## src/rtl/tap_delay_pkg.sv

```systemverilog
// Shared types and helpers for the tapped delay line: fill-state encoding and tap-select clamp.
package tap_delay_pkg;

    typedef enum logic [1:0] {
        EMPTY   = 2'd0,
        FILLING = 2'd1,
        FULL    = 2'd2
    } fill_state_e;

    // Delay 0 behaves as 1; anything beyond the storage depth reads the oldest entry.
    function automatic int unsigned clamp_dly(int unsigned dly, int unsigned depth);
        if (dly == 32'd0) begin
            return 32'd1;
        end
        if (dly > depth) begin
            return depth;
        end
        return dly;
    endfunction

endpackage

```

## src/rtl/tap_delay_line_tap_mux.sv

```systemverilog
// One output tap: clamped select into the shift register, history-valid compare and change pulse.
module tap_mux
    import tap_delay_pkg::*;
#(
    parameter int unsigned WIDTH = 2,
    parameter int unsigned DEPTH = 16,
    parameter int unsigned DW    = $clog2(DEPTH + 1)
) (
    input  logic                        clk,
    input  logic                        rst_n,
    input  logic                        clr_i,
    input  logic [DEPTH-1:0][WIDTH-1:0] sr_i,
    input  logic [DW-1:0]               fill_i,
    input  logic [DW-1:0]               dly_i,
    output logic [WIDTH-1:0]            dout_o,
    output logic                        vld_o,
    output logic                        chg_o
);

    localparam int unsigned IW = (DEPTH > 1) ? $clog2(DEPTH) : 1;

    logic [DW-1:0]    eff;
    logic [IW-1:0]    sel;
    logic [WIDTH-1:0] prev_q;
    logic             chg_q, chg_d;

    // Select is combinational off registered history, so a new dly takes effect immediately.
    always_comb begin
        eff    = DW'(clamp_dly(32'(dly_i), DEPTH));
        sel    = IW'(eff - DW'(1));
        dout_o = sr_i[sel];
        vld_o  = (fill_i >= eff);
        chg_d  = vld_o && (dout_o != prev_q);
    end

    always_ff @(posedge clk) begin
        if (!rst_n || clr_i) begin
            prev_q <= '0;
            chg_q  <= 1'b0;
        end else begin
            prev_q <= dout_o;
            chg_q  <= chg_d;
        end
    end

    assign chg_o = chg_q;

endmodule

```

## src/rtl/tap_delay_line.sv

```systemverilog
// Cycle-granular transport delay with two independently selected taps.
// Holds the shift register, fill counter and fill state; taps live in tap_mux.
module tap_delay_line
    import tap_delay_pkg::*;
#(
    parameter int unsigned WIDTH = 2,
    parameter int unsigned DEPTH = 16,
    parameter int unsigned DW    = $clog2(DEPTH + 1)
) (
    input  logic             clk,
    input  logic             rst_n,
    input  logic             en,
    input  logic             flush,
    input  logic [WIDTH-1:0] din,
    input  logic [DW-1:0]    dly_a,
    input  logic [DW-1:0]    dly_b,
    output logic [WIDTH-1:0] dout_a,
    output logic [WIDTH-1:0] dout_b,
    output logic             vld_a,
    output logic             vld_b,
    output logic             chg_a,
    output logic             chg_b
);

    logic [DEPTH-1:0][WIDTH-1:0] sr_q, sr_d;
    logic [DW-1:0]               fill_q, fill_d;
    fill_state_e                 state_q, state_d;

    always_comb begin
        sr_d    = sr_q;
        fill_d  = fill_q;
        state_d = state_q;
        if (flush) begin
            sr_d    = '0;
            fill_d  = '0;
            state_d = EMPTY;
        end else if (en) begin
            sr_d = {sr_q[DEPTH-2:0], din};
            if (fill_q != DW'(DEPTH)) begin
                fill_d = fill_q + DW'(1);
            end
            case (state_q)
                EMPTY:   state_d = FILLING;
                FILLING: state_d = (fill_d == DW'(DEPTH)) ? FULL : FILLING;
                FULL:    state_d = FULL;
                default: state_d = EMPTY;
            endcase
        end
    end

    always_ff @(posedge clk) begin
        if (!rst_n) begin
            sr_q    <= '0;
            fill_q  <= '0;
            state_q <= EMPTY;
        end else begin
            sr_q    <= sr_d;
            fill_q  <= fill_d;
            state_q <= state_d;
        end
    end

    tap_mux #(
        .WIDTH (WIDTH),
        .DEPTH (DEPTH),
        .DW    (DW)
    ) u_tap_a (
        .clk    (clk),
        .rst_n  (rst_n),
        .clr_i  (flush),
        .sr_i   (sr_q),
        .fill_i (fill_q),
        .dly_i  (dly_a),
        .dout_o (dout_a),
        .vld_o  (vld_a),
        .chg_o  (chg_a)
    );

    tap_mux #(
        .WIDTH (WIDTH),
        .DEPTH (DEPTH),
        .DW    (DW)
    ) u_tap_b (
        .clk    (clk),
        .rst_n  (rst_n),
        .clr_i  (flush),
        .sr_i   (sr_q),
        .fill_i (fill_q),
        .dly_i  (dly_b),
        .dout_o (dout_b),
        .vld_o  (vld_b),
        .chg_o  (chg_b)
    );

endmodule

```

## config.mk

```make
export PLATFORM = sky130hd
export DESIGN_NAME = tap_delay_line
export DESIGN_NICKNAME = d
export VERILOG_FILES = /design/src/rtl/tap_delay_pkg.sv /design/src/rtl/tap_delay_line_tap_mux.sv /design/src/rtl/tap_delay_line.sv
export SDC_FILE = /design/constraint.sdc
export NUM_CORES = 1
export LEC_CHECK = 0
export ABC_AREA = 1
export CAP_MARGIN = 20
export CORE_UTILIZATION = 49
export CTS_BUF_LIST = sky130_fd_sc_hd__clkbuf_2
export DETAILED_ROUTE_END_ITERATION = 10
export DONT_BUFFER_PORTS = 1
export GPL_TIMING_DRIVEN = 0
export PLACE_DENSITY = 0.6
export SLEW_MARGIN = 20
export SYNTH_ARGS = -nofsm -noshare
export SYNTH_HDL_FRONTEND = slang
export SYNTH_SLANG_ARGS = --single-unit
```

## constraint.sdc

```tcl
create_clock -name clk -period 3.53 [get_ports clk]
set_input_delay 0.5295 -clock clk [delete_from_list [all_inputs] [get_ports clk]]
set_output_delay 0.5295 -clock clk [all_outputs]
set_load 0.005 [all_outputs]
```

# After elaboration in Yosys (flattened, before gate mapping)
# Cells that the tools add are included.
[word_totals]
ff_bits = 43
out_inout_bits = 8
wordCells = 60
[op_classes]
n_addsub = 3
order_cmp = 6
eq_ne = 3
muxes = 18
bitwise_logic = 1
n_reduce_logical = 8
[op_table]
columns = ["op", "n"]
rows = [
  ["two-way mux 5 bit", 6],
  ["binary-select mux 2 bit (select 4 bit)", 2],
  [">= comparator 5 bit", 2],
  ["greater-than comparator 5 bit (second input constant)", 2],
  ["logical NOT 5 bit", 2],
  ["less-than comparator 4 x 5 -> 1 bit (second input constant)", 2],
  ["two-way mux 1 bit", 8],
  ["subtractor 4 x 1 -> 4 bit (second input constant)", 2],
  ["adder 5 x 1 -> 5 bit (second input constant)", 1],
  ["!= test 5 bit (second input constant)", 1],
  ["two-way mux 2 bit", 2],
  ["!= test 2 bit", 2],
  ["logical AND 1 bit", 2],
  ["AND reduction 2 bit", 1],
  ["OR reduction 2 bit", 1],
  ["logical NOT 1 bit", 1],
  ["logical OR 1 bit", 1],
  ["inverter 1 bit", 1],
]

# Logic depth before layout (Yosys ltp)
[depth]
word_depth = 10
mapped_depth = 14
ltp_nobuf = 13

# Hierarchy
# Synthesis repeated with hierarchy kept, for this count alone.
[unflattened]
hier_cells = 480
hier_area_um2 = 3066.7
[by_module_without_submodules]
columns = ["mod", "instances", "cells_each", "area_each_um2"]
rows = [
  ["tap_mux", 2, 149, 829.5],
  ["tap_delay_line", 1, 182, 1407.6],
]

# Worst setup path before layout
# OpenSTA, ideal clock, no wires.
[synth_timing]
path_type = "input to output"
start = "in dly_a[1]"
end = "out dout_a[0]"
t_arrival_ps = 1984
setup_slack_ps = 1017
cell_stages = 12
path_cell_list = "nor2_4 -> nand2_1 -> nand2_1 -> nand2_2 -> ha_1 -> buf_1 -> inv_1 -> nand3_1 -> nand3_1 -> nand3_1 -> nand2_2 -> inv_1"
[synth_via]
elab_chain_cells = 8
[synth_rtl]
columns = ["element", "line", "rtl"]
rows = [
  ["from (decl)", "tap_delay_line.sv:15", "input logic [DW-1:0] dly_a,"],
  ["greater-than comparator 5 bit or logical NOT 5 bit (tied branches)", "tap_delay_pkg.sv:15, tap_delay_pkg.sv:12", ""],
  ["two-way mux 1 bit (on tied branches)", "tap_delay_pkg.sv:15, tap_delay_pkg.sv:12", ""],
  ["two-way mux 1 bit or two-way mux 5 bit (tied branches)", "tap_delay_pkg.sv:15", "if (dly > depth) begin"],
  ["two-way mux 5 bit", "tap_delay_pkg.sv:18", "return dly;"],
  ["two-way mux 5 bit (*)", "tap_delay_pkg.sv:15", ""],
  ["subtractor 4 x 1 -> 4 bit (*)", "tap_delay_line_tap_mux.sv:30", "sel = IW'(eff - DW'(1));"],
  ["binary-select mux 2 bit (select 4 bit) (*)", "tap_delay_line_tap_mux.sv:31", "dout_o = sr_i[sel];"],
  ["two-way mux 2 bit (implied by the code) (*)", "tap_delay_line_tap_mux.sv:31", ""],
  ["to (decl)", "tap_delay_line.sv:17", "output logic [WIDTH-1:0] dout_a,"],
]
# Mark *: on every way between the ends. The rest lies on a longest branch, timed or not. The select of a mux whose other input is x is not followed.

# Worst setup path after layout
# Same ends and word-level chain as after synthesis.

==> impl_metrics.tcl <==
set metrics [dict create \
    status "complete, no violations" \
    finalHoldViolCount 0 \
    cp-start-kind "input pin" \
    powerDensity_mw_per_mm2 322 \
    synth_compound_area_frac 0.102 \
    ir_drop_v 0.000182 \
    fp-row-count 26 \
    cts_made_buffers 5 \
    synthAdderAreaFrac 0.0653 \
    cts_setup_buffers 0 \
    crit_chain "nor2_4, nand2_1, nand2_1, nand2_2, ha_1, buf_1, inv_1, nand3_1, nand3_1, nand3_1, nand2_2, inv_1" \
    clock-sinks 43 \
    tns_ns 0 \
    worstPathMaxFanout 9 \
    crit_type "in -> out" \
    critical_path_arrival_ns 2.57 \
    worstReg2RegEnd "fill_q[4]$_SDFFE_PP0P_" \
    drtIter0Drc 178 \
    remaining_drc_errors 0 \
    synthSimpleGateAreaFrac 0.423 \
    netlist_area_mm2 0.00268 \
    worstPathRequired_ns 3.00 \
    netlist-cell-type-count 25 \
    synth_top_family_by_area "simple AND/OR/NAND/NOR gates" \
    synthMuxAreaShare 0 \
    start_util 0.515 \
    clk_latency_ns 0.42 \
    tightest_slew_ns 0.575 \
    ctsResizeCount 0 \
    fin_crit_sh 0.877 \
    p_sw_mw 0.302 \
    cts_buffer_depth 2 \
    rr_startpoint "fill_q[1]$_SDFFE_PP0P_" \
    layout-drive-gt1-share 0.0907 \
    synthTopCellsByArea "dfxtp_1, nand2_1, nand3_1" \
    die_area_mm2 0.00577 \
    die_h_um 76.0 \
    cts_tree "built" \
    max_freq_ghz 0.323 \
    synth.top_cell.area_share 0.321 \
    power_mw 0.902 \
    final-setup-viol-count 0 \
    avgSynthCellArea_um2 6.67 \
    synthesis.nets 432 \
    clk_pin_slew_ns 0.19 \
    leakagePower_nw 1.05 \
    synth_xor_area_frac 0.0154 \
    hold_start "din[1]" \
    drt-vias-per-instance 5.49 \
    netlist_instances 402 \
    n_antenna_cell 0 \
    routed_wirelength_um 6940 \
    htree_levels 2 \
    cts-root-buf "clkbuf_2" \
    rrSetupSlack_ns 1.85 \
    area_growth_pct 4.38 \
    port_buffers 0 \
    place.gp.congestion 0.905 \
    skew_ns 0.0269 \
    crit_path_frequent_cell "nand3_1" \
    fin_nets 439 \
    layout_common_cells "nand2_1, nand3_1, dfxtp_1, a21oi_1, inv_1" \
    vias 2625 \
    antenna_found_initial 0 \
    drv_cap 0 \
    yosysSeqAreaShare 0.321 \
    period_needed_ns 3.10 \
    synth-seq-cells 43 \
    hold_path_class "in -> reg" \
    rsz0062_at_grt "false" \
    hold_end "sr_q[1]$_SDFFE_PP0P_" \
    ant_nets 0 \
    final_util 0.538 \
    yosys_warnings 0 \
    cpPeakStageDelay_ns 0.40 \
    drv_slew 0 \
    p_int_mw 0.600 \
    fill_cells 532 \
    io_pins 24 \
    grt_overflow 0 \
    postCtsHoldBufs 0 \
    grt_pass1_wl_um 11900 \
    avgRoutedWirePerCell_um 14.5 \
    final_common_cell "nand2_1" \
    grt_pass1_vias 2415 \
    hold_path_depth 2 \
    grt_max_degree 12 \
    clkPwrFrac 0.225 \
    die_width_um 76.0 \
    r2r_cells 8 \
    coreArea_mm2 0.00520 \
    swShare 0.335 \
    seq_power_share 0.550 \
    slowest_stage "buf_1" \
    first_pass_iters 5 \
    synth_top_cell_by_area "dfxtp_1" \
    cp-end-kind "output pin" \
    hpwlAfterDp_um 5070 \
    max-slew-margin-rel 0.617 \
    track_usage 0.256 \
    comb_power_share 0.225 \
]
==> power by group through the flow <==
stage | clock [mW] | sequential [mW] | combinational (mW)
floorplan | 0 | 0.504 | 0.155
global placement | 0 | 0.505 | 0.201
detailed placement | 0 | 0.506 | 0.201
CTS | 0.209 | 0.496 | 0.202
global route | 0.226 | 0.497 | 0.226
finish | 0.203 | 0.496 | 0.203
==> kinds of logic after synthesis <==
kind of cell,count (synthesis)
flops,43
xor+xnor,3
simple gates,243
compound gates,51
buf+inv,48
fa+ha+maj,14
==> how the worst max path moves through the flow <==
stage                     startpoint         to  slack [ns]  cells past startpoint
final                       dly_a[1]  dout_a[0]        0.43                     12
after CTS                   dly_a[1]  dout_a[0]        0.49                     12
after global placement      dly_a[1]  dout_a[0]        0.52                     12
after global routing        dly_a[1]  dout_a[0]        0.32                     12
after detailed placement    dly_a[1]  dout_a[0]        0.50                     12
after floorplan             dly_a[1]  dout_a[0]        1.02                     12
==> stage by stage <==
step / hold WS (ns) / setup slack [ns] / cells / cell area (µm²)
after floorplan: 0.455 / 1.02 / 402 / 2680
after global placement: 0.468 / 0.516 / 472 / 2770
after detailed placement: 0.480 / 0.502 / 472 / 2770
after CTS: 0.220 / 0.493 / 478 / 2800
after global routing: 0.231 / 0.318 / 478 / 2800
final: 0.246 / 0.433 / 478 / 2800
==> layout make-up <==
class                   count  area [µm²]  area share
flip-flops and latches     43         861       0.307
inverters                  33         124      0.0442
well taps                  70        87.6      0.0313
clock buffers               6        30.0      0.0107
multi-input cells         311        1620       0.580
plain buffers              15        73.8      0.0264
==> cell usage after synthesis <==
master / n
a21oi_1: 40
a21oi_2: 2
a31oi_1: 1
buf_1: 3
buf_2: 2
buf_6: 2
clkbuf_1: 8
dfxtp_1: 43
ha_1: 14
inv_1: 31
inv_2: 2
nand2_1: 134
nand2_2: 9
nand2_4: 2
nand3_1: 77
nand3_2: 4
nand3_4: 2
nor2_1: 9
nor2_4: 4
nor3_1: 1
nor3b_1: 1
o21ai_0: 4
o21bai_1: 4
xor2_1: 1
xor2_2: 2
==> state kept, by name (all words and copies together), names as in the netlist <==
register	flops
u_tap_a.prev_q	2
u_tap_b.chg_o	1
u_tap_b.prev_q	2
fill_q	5
sr_q	32
u_tap_a.chg_o	1
==> worst max-delay path, delay by kind of cell <==
family | cells | cell delay [ns]
adder cells (fa/ha/maj) | 1 | 0.31
buffers and inverters | 3 | 0.77
AND/OR/NAND/NOR | 8 | 0.96
==> per-layer routing <==
metal / track usage / vias up / part of all wire
met3: 0.0419 / 18 / 0.054
met1: 0.341 / 1191 / 0.46
met4: 0.110 / 0 / 0.028
li1: - / 1322 / -
met2: 0.411 / 94 / 0.46
met5: 0 / - / 0
Note: power is estimated with default switching activity, not from simulation.
==> variant 1: new RTL, same flow settings <==
`WIDTH` is set to 2 in 2 places; all go to 4.
--- a/src/rtl/tap_delay_line_tap_mux.sv
+++ b/src/rtl/tap_delay_line_tap_mux.sv
@@ -4,3 +4,3 @@
 #(
-    parameter int unsigned WIDTH = 2,
+    parameter int unsigned WIDTH = 4,
     parameter int unsigned DEPTH = 16,
--- a/src/rtl/tap_delay_line.sv
+++ b/src/rtl/tap_delay_line.sv
@@ -5,3 +5,3 @@
 #(
-    parameter int unsigned WIDTH = 2,
+    parameter int unsigned WIDTH = 4,
     parameter int unsigned DEPTH = 16,
Ports: changed (resized din, dout_a and dout_b); port bits go from 24 to 30. No check against the original RTL was run, so the function may have changed too.
==> variant 1 against the unedited design <==
Area after synthesis up 80%; cell area up 82%; fmax down 9.2%; largest power group unchanged; routed wire length up 120%; power up 120%; utilization up 0.63 points; via count up 89%; sequential cell count up 36; setup slack worse by 0.31 ns; synthesized cell count up 75%.
==> variant 1: results (changes against the unedited design) <==
| Metric | Value |
|---|---|
| Run status | `completed (unchanged)` |
| Max IR drop VDD | `0.227 mV (was 0.182 mV)` |
| CP max FO | `10 (was 9)` |
| I/O Buffers | `0 (unchanged)` |
| DRC Markers | `0 (unchanged)` |
| Number of fill cells | `956 (was 532)` |
| CP arrival | `2.88 ns (was 2.57 ns)` |
| Worst hold path type | `in2reg (unchanged)` |
| Largest net degree at the start of global routing | `14 (was 12)` |
| Top post-synthesis cells by count | `nand3_1 (132), nand2_1 (130), inv_1 (86), a21oi_1 (80), dfxtp_1 (79) (was nand2_1 (134), nand3_1 (77), dfxtp_1 (43), a21oi_1 (40), inv_1 (31))` |
| FF-to-FF Start | `fill_q[0]$_SDFFE_PP0P_ (was fill_q[1]$_SDFFE_PP0P_)` |
| CTS Buf Count | `9 (was 5)` |
| DP HPWL | `11200 um (was 5070 um)` |
| Final critical-path share of the clock period | `0.966 (was 0.877)` |
| First-pass GRT wire length | `24200 um (was 11900 um)` |
| Ant diodes | `0 (unchanged)` |
| Number of setup buffers added after CTS | `0 (unchanged)` |
| Synth cell types | `26 (was 25)` |
| Resized cells post-CTS | `0 (unchanged)` |
| Clk Latency, worst-skew pair | `0.56 ns (was 0.42 ns)` |
| CTS H-tree depth | `3 (was 2)` |
| Biggest regs | `sr_q (64), fill_q (5) (was sr_q (32), fill_q (5))` |
| Yosys warnings | `0 (unchanged)` |
| Seq/Total Area, Yosys | `0.328 (was 0.321)` |
| Dominant cells by area after synthesis | `dfxtp_1 (33%), nand3_1 (14%), nand2_1 (10%) (was dfxtp_1 (32%), nand2_1 (19%), nand3_1 (14%))` |
| Delay of the slowest critical-path stage | `0.53 ns (was 0.40 ns)` |
| Total Wirelength | `15500 um (was 6940 um)` |
| Drt first pass iters | `5 (unchanged)` |
| HP Start | `din[3] (was din[1])` |
| Net Count, Synth | `736 (was 432)` |
| Rel. slew slack | `0.455 (was 0.617)` |
| Initial antenna violation count | `0 (unchanged)` |
| Post-synth ARST share | `0 (unchanged)` |
| Leakage | `2.26 nW (was 1.05 nW)` |
| Top_reg_cell synth | `dfxtp_1 (unchanged)` |
| Number of global-route vias before repair | `4589 (was 2415)` |
| Share of cells above drive strength 1 | `0.118 (was 0.0907)` |
| Total global-route track usage | `0.317 (was 0.256)` |
| CTS clk-pin slew, worst paths | `0.23 ns (was 0.19 ns)` |
| DP Worst Slack | `0.227 ns (was 0.502 ns)` |
| DR vias | `4952 (was 2625)` |
| Longest Clk Path Bufs | `2 (unchanged)` |
| Setup Skew | `0.0352 ns (was 0.0269 ns)` |
| Nets@finish | `747 (was 439)` |
| Slowest-stage cell, CP | `buf_1 (unchanged)` |
| Critical Path Source | `dly_b[1] (was dly_a[1])` |
| Initial DRC count | `359 (was 178)` |
| Clk root buf | `clkbuf_2 (unchanged)` |
| GP Congestion | `0.972 (was 0.905)` |
==> variant 1: cell count changes after synthesis, moves of 6 or more <==
cell,change
nand3b_1,+6
clkbuf_1,+11
inv_1,+55
buf_6,+8
dfxtp_1,+36
nand3_2,+22
a21oi_1,+40
o21ai_0,+63
nand3_1,+55
==> variant 1: area by class of cell <==
class / count / area, um2 / area share
well taps: 129 / 161 / 0.0316
multi-input cells: 490 / 2620 / 0.513
clock inverters: 6 / 61.3 / 0.0120
flip-flops and latches: 79 / 1580 / 0.310
inverters: 92 / 348 / 0.0682
clock buffers: 10 / 50.0 / 0.00981
plain buffers: 43 / 280 / 0.0549
==> variant 1: kinds of logic (layout without fill, tap and decap cells) <==
kind of cell,after synthesis,after routing,synth area share
flops,79,79,0.328
fa+ha+maj,14,14,0.0363
simple gates,321,321,0.332
compound gates,153,153,0.162
xor+xnor,2,2,0.0114
buf+inv,135,151,0.130
==> variant 1: metrics by stage <==
step	cells	cell area (um2)	power, mW
after global placement	833	4990	1.45
final	849	5100	1.97
after floorplan	704	4830	1.33
after detailed placement	833	4990	1.46
after global routing	849	5100	2.06
after CTS	849	5100	1.97
==> variant 1: per-layer routing <==
metal,global-route usage,wire length [um]
met5,0,0
met4,0.137,459
met3,0.0455,1170
met2,0.500,6990
met1,0.431,6890
==> variant 1: final timing paths <==
check | end | slack (ns) | depth (start not counted)
hold / removal | sr_q[3]$_SDFFE_PP0P_ | 0.14 | 2
hold reg to reg | sr_q[30]$_SDFFE_PP0P_ | 0.52 | 2
setup reg to reg | u_tap_a.chg_o$_SDFF_PP0_ | 1.83 | 10
setup / recovery | dout_b[3] | 0.12 | 12
==> variant 1: critical path, delay by kind of cell <==
kind                       cells  cell delay (ns)
and+or+nand+nor                8             1.08
buffers and inverters          3             0.97
adders and majority gates      1             0.28
==> variant 1: power by group <==
part	leakage (nW)	internal [mW]	switching, mW
Sequential	0.644	0.928	0.0151
Combinational	1.55	0.163	0.353
Clock	0.0632	0.162	0.348
Total	2.26	1.25	0.716
==> variant 2: new RTL, same settings <==
Without the edit above. Make the reset (`rst_n`) asynchronous in one clocked block.
--- a/src/rtl/tap_delay_line.sv
+++ b/src/rtl/tap_delay_line.sv
@@ -50,3 +50,3 @@
 
-    always_ff @(posedge clk) begin
+    always_ff @(posedge clk or negedge rst_n) begin
         if (!rst_n) begin
Function: differs if rst_n is asserted again (counterexample within 4 cycles, from zero or initial values and one cycle with rst_n low); with rst_n held inactive, the same outputs for 10 cycles.
==> variant 2 against the unedited design <==
Sequential cell count stayed put; area after synthesis is 9.4% higher; routed wire length is 12% higher; cell area is 11% higher; setup slack better by 0.011 ns; global-route usage is 2.0 points higher; power is 19% higher; non-clock buffer count stayed put; utilization is 1.1 points higher.
==> variant 2: results (changes against the unedited design) <==
| Metric | Value |
|---|---|
| Run status | `completed (unchanged)` |
| Net Count, Synth | `436 (was 432)` |
| Max IR drop VDD | `0.209 mV (was 0.182 mV)` |
| Post-synth ARST share | `0.860 (was 0)` |
| Final hold slack | `0.200 ns (was 0.246 ns)` |
| Cell count of the worst reg-to-reg path | `9 (was 8)` |
| Clk Latency, worst-skew pair | `0.45 ns (was 0.42 ns)` |
| Total Wirelength | `7800 um (was 6940 um)` |
| First-pass GRT wire length | `13400 um (was 11900 um)` |
| Initial DRC count | `186 (was 178)` |
| Nets@finish | `445 (was 439)` |
| Leakage | `1.47 nW (was 1.05 nW)` |
| Drt first pass iters | `6 (was 5)` |
| Final critical-path share of the clock period | `0.874 (was 0.877)` |
| Hold EP | `sr_q[1]$_DFFE_PN0P_ (was sr_q[1]$_SDFFE_PP0P_)` |
| Share of cells above drive strength 1 | `0.111 (was 0.0907)` |
| DR vias | `2776 (was 2625)` |
| Number of global-route vias before repair | `2706 (was 2415)` |
| Cell area after placement | `3030 um2 (was 2770 um2)` |
| Top post-synthesis cells by count | `nand2_1 (106), nand3_1 (101), inv_1 (45), dfrtp_1 (37), o21ai_0 (24) (was nand2_1 (134), nand3_1 (77), dfxtp_1 (43), a21oi_1 (40), inv_1 (31))` |
| FF-to-FF Start | `fill_q[1]$_DFFE_PN0P_ (was fill_q[1]$_SDFFE_PP0P_)` |
| CTS clk-pin slew, worst paths | `0.22 ns (was 0.19 ns)` |
| Synth cell types | `28 (was 25)` |
| CP arrival | `2.56 ns (was 2.57 ns)` |
| Reg2reg end | `fill_q[4]$_DFFE_PN0P_ (was fill_q[4]$_SDFFE_PP0P_)` |
| Inst Count DP | `478 (was 472)` |
| Seq/Total Area, Yosys | `0.356 (was 0.321)` |
| Via/cell ratio | `5.69 (was 5.49)` |
| DP Worst Slack | `0.413 ns (was 0.502 ns)` |
| Flop-to-flop setup slack | `1.62 ns (was 1.85 ns)` |
| Rel. slew slack | `0.639 (was 0.617)` |
==> variant 2: cell count changes in the layout (fill, tap and decap cells not counted), sizes merged, moves of 2 or more <==
cell    before  now
inv         33   47
nand2      145  122
a21oi       42   11
nand3       83  108
nand3b       0    3
o21ai        4   24
dfrtp        0   37
dfxtp       43    6
nor2        13   11
==> variant 2: power by group through the flow <==
stage	clock network (mW)	registers, mW	logic [mW]
6_report	0.228	0.531	0.312
5_1_grt	0.245	0.535	0.359
4_1_cts	0.233	0.532	0.314
3_5_place_dp	0	0.541	0.301
3_3_place_gp	0	0.539	0.295
2_1_floorplan	0	0.532	0.233
==> variant 2: layer usage <==
| metal | vias up | part of all wire | track usage | wire, um |
|---|---|---|---|---|
| li1 | 1357 | - | - | - |
| met1 | 1336 | 0.47 | 0.378 | 3660 |
| met2 | 71 | 0.47 | 0.462 | 3660 |
| met3 | 12 | 0.049 | 0.0389 | 382 |
| met4 | 0 | 0.013 | 0.0655 | 102 |
| met5 | - | 0 | 0 | 0 |
==> variant 2: area by class of cell <==
type	instances	area [um2]
plain buffers	13	68.8
clock buffers	6	30.0
flip-flops and latches	43	1050
clock inverters	2	12.5
inverters	47	179
repair buffers	2	30.0
multi-input cells	303	1640
well taps	72	90.1
fillers	566	2540
==> variant 2: cells by family (layout without fill, tap and decap cells) <==
family / count (synthesis) / count (layout) / synth area share
XOR/XNOR: 2 / 2 / 0.0111
buffers and inverters: 60 / 70 / 0.0844
adder cells (fa/ha/maj): 14 / 14 / 0.0597
AND/OR/NAND/NOR: 245 / 245 / 0.409
AO/OA/AOI/OAI: 42 / 42 / 0.0793
flip-flops: 43 / 43 / 0.356
==> variant 2: repair_timing <==
action,CTS,global route
endpoints found under the hold margin,37,0
resized for setup,0,0
hold buffers,2,0
endpoints found under the setup margin,0,0
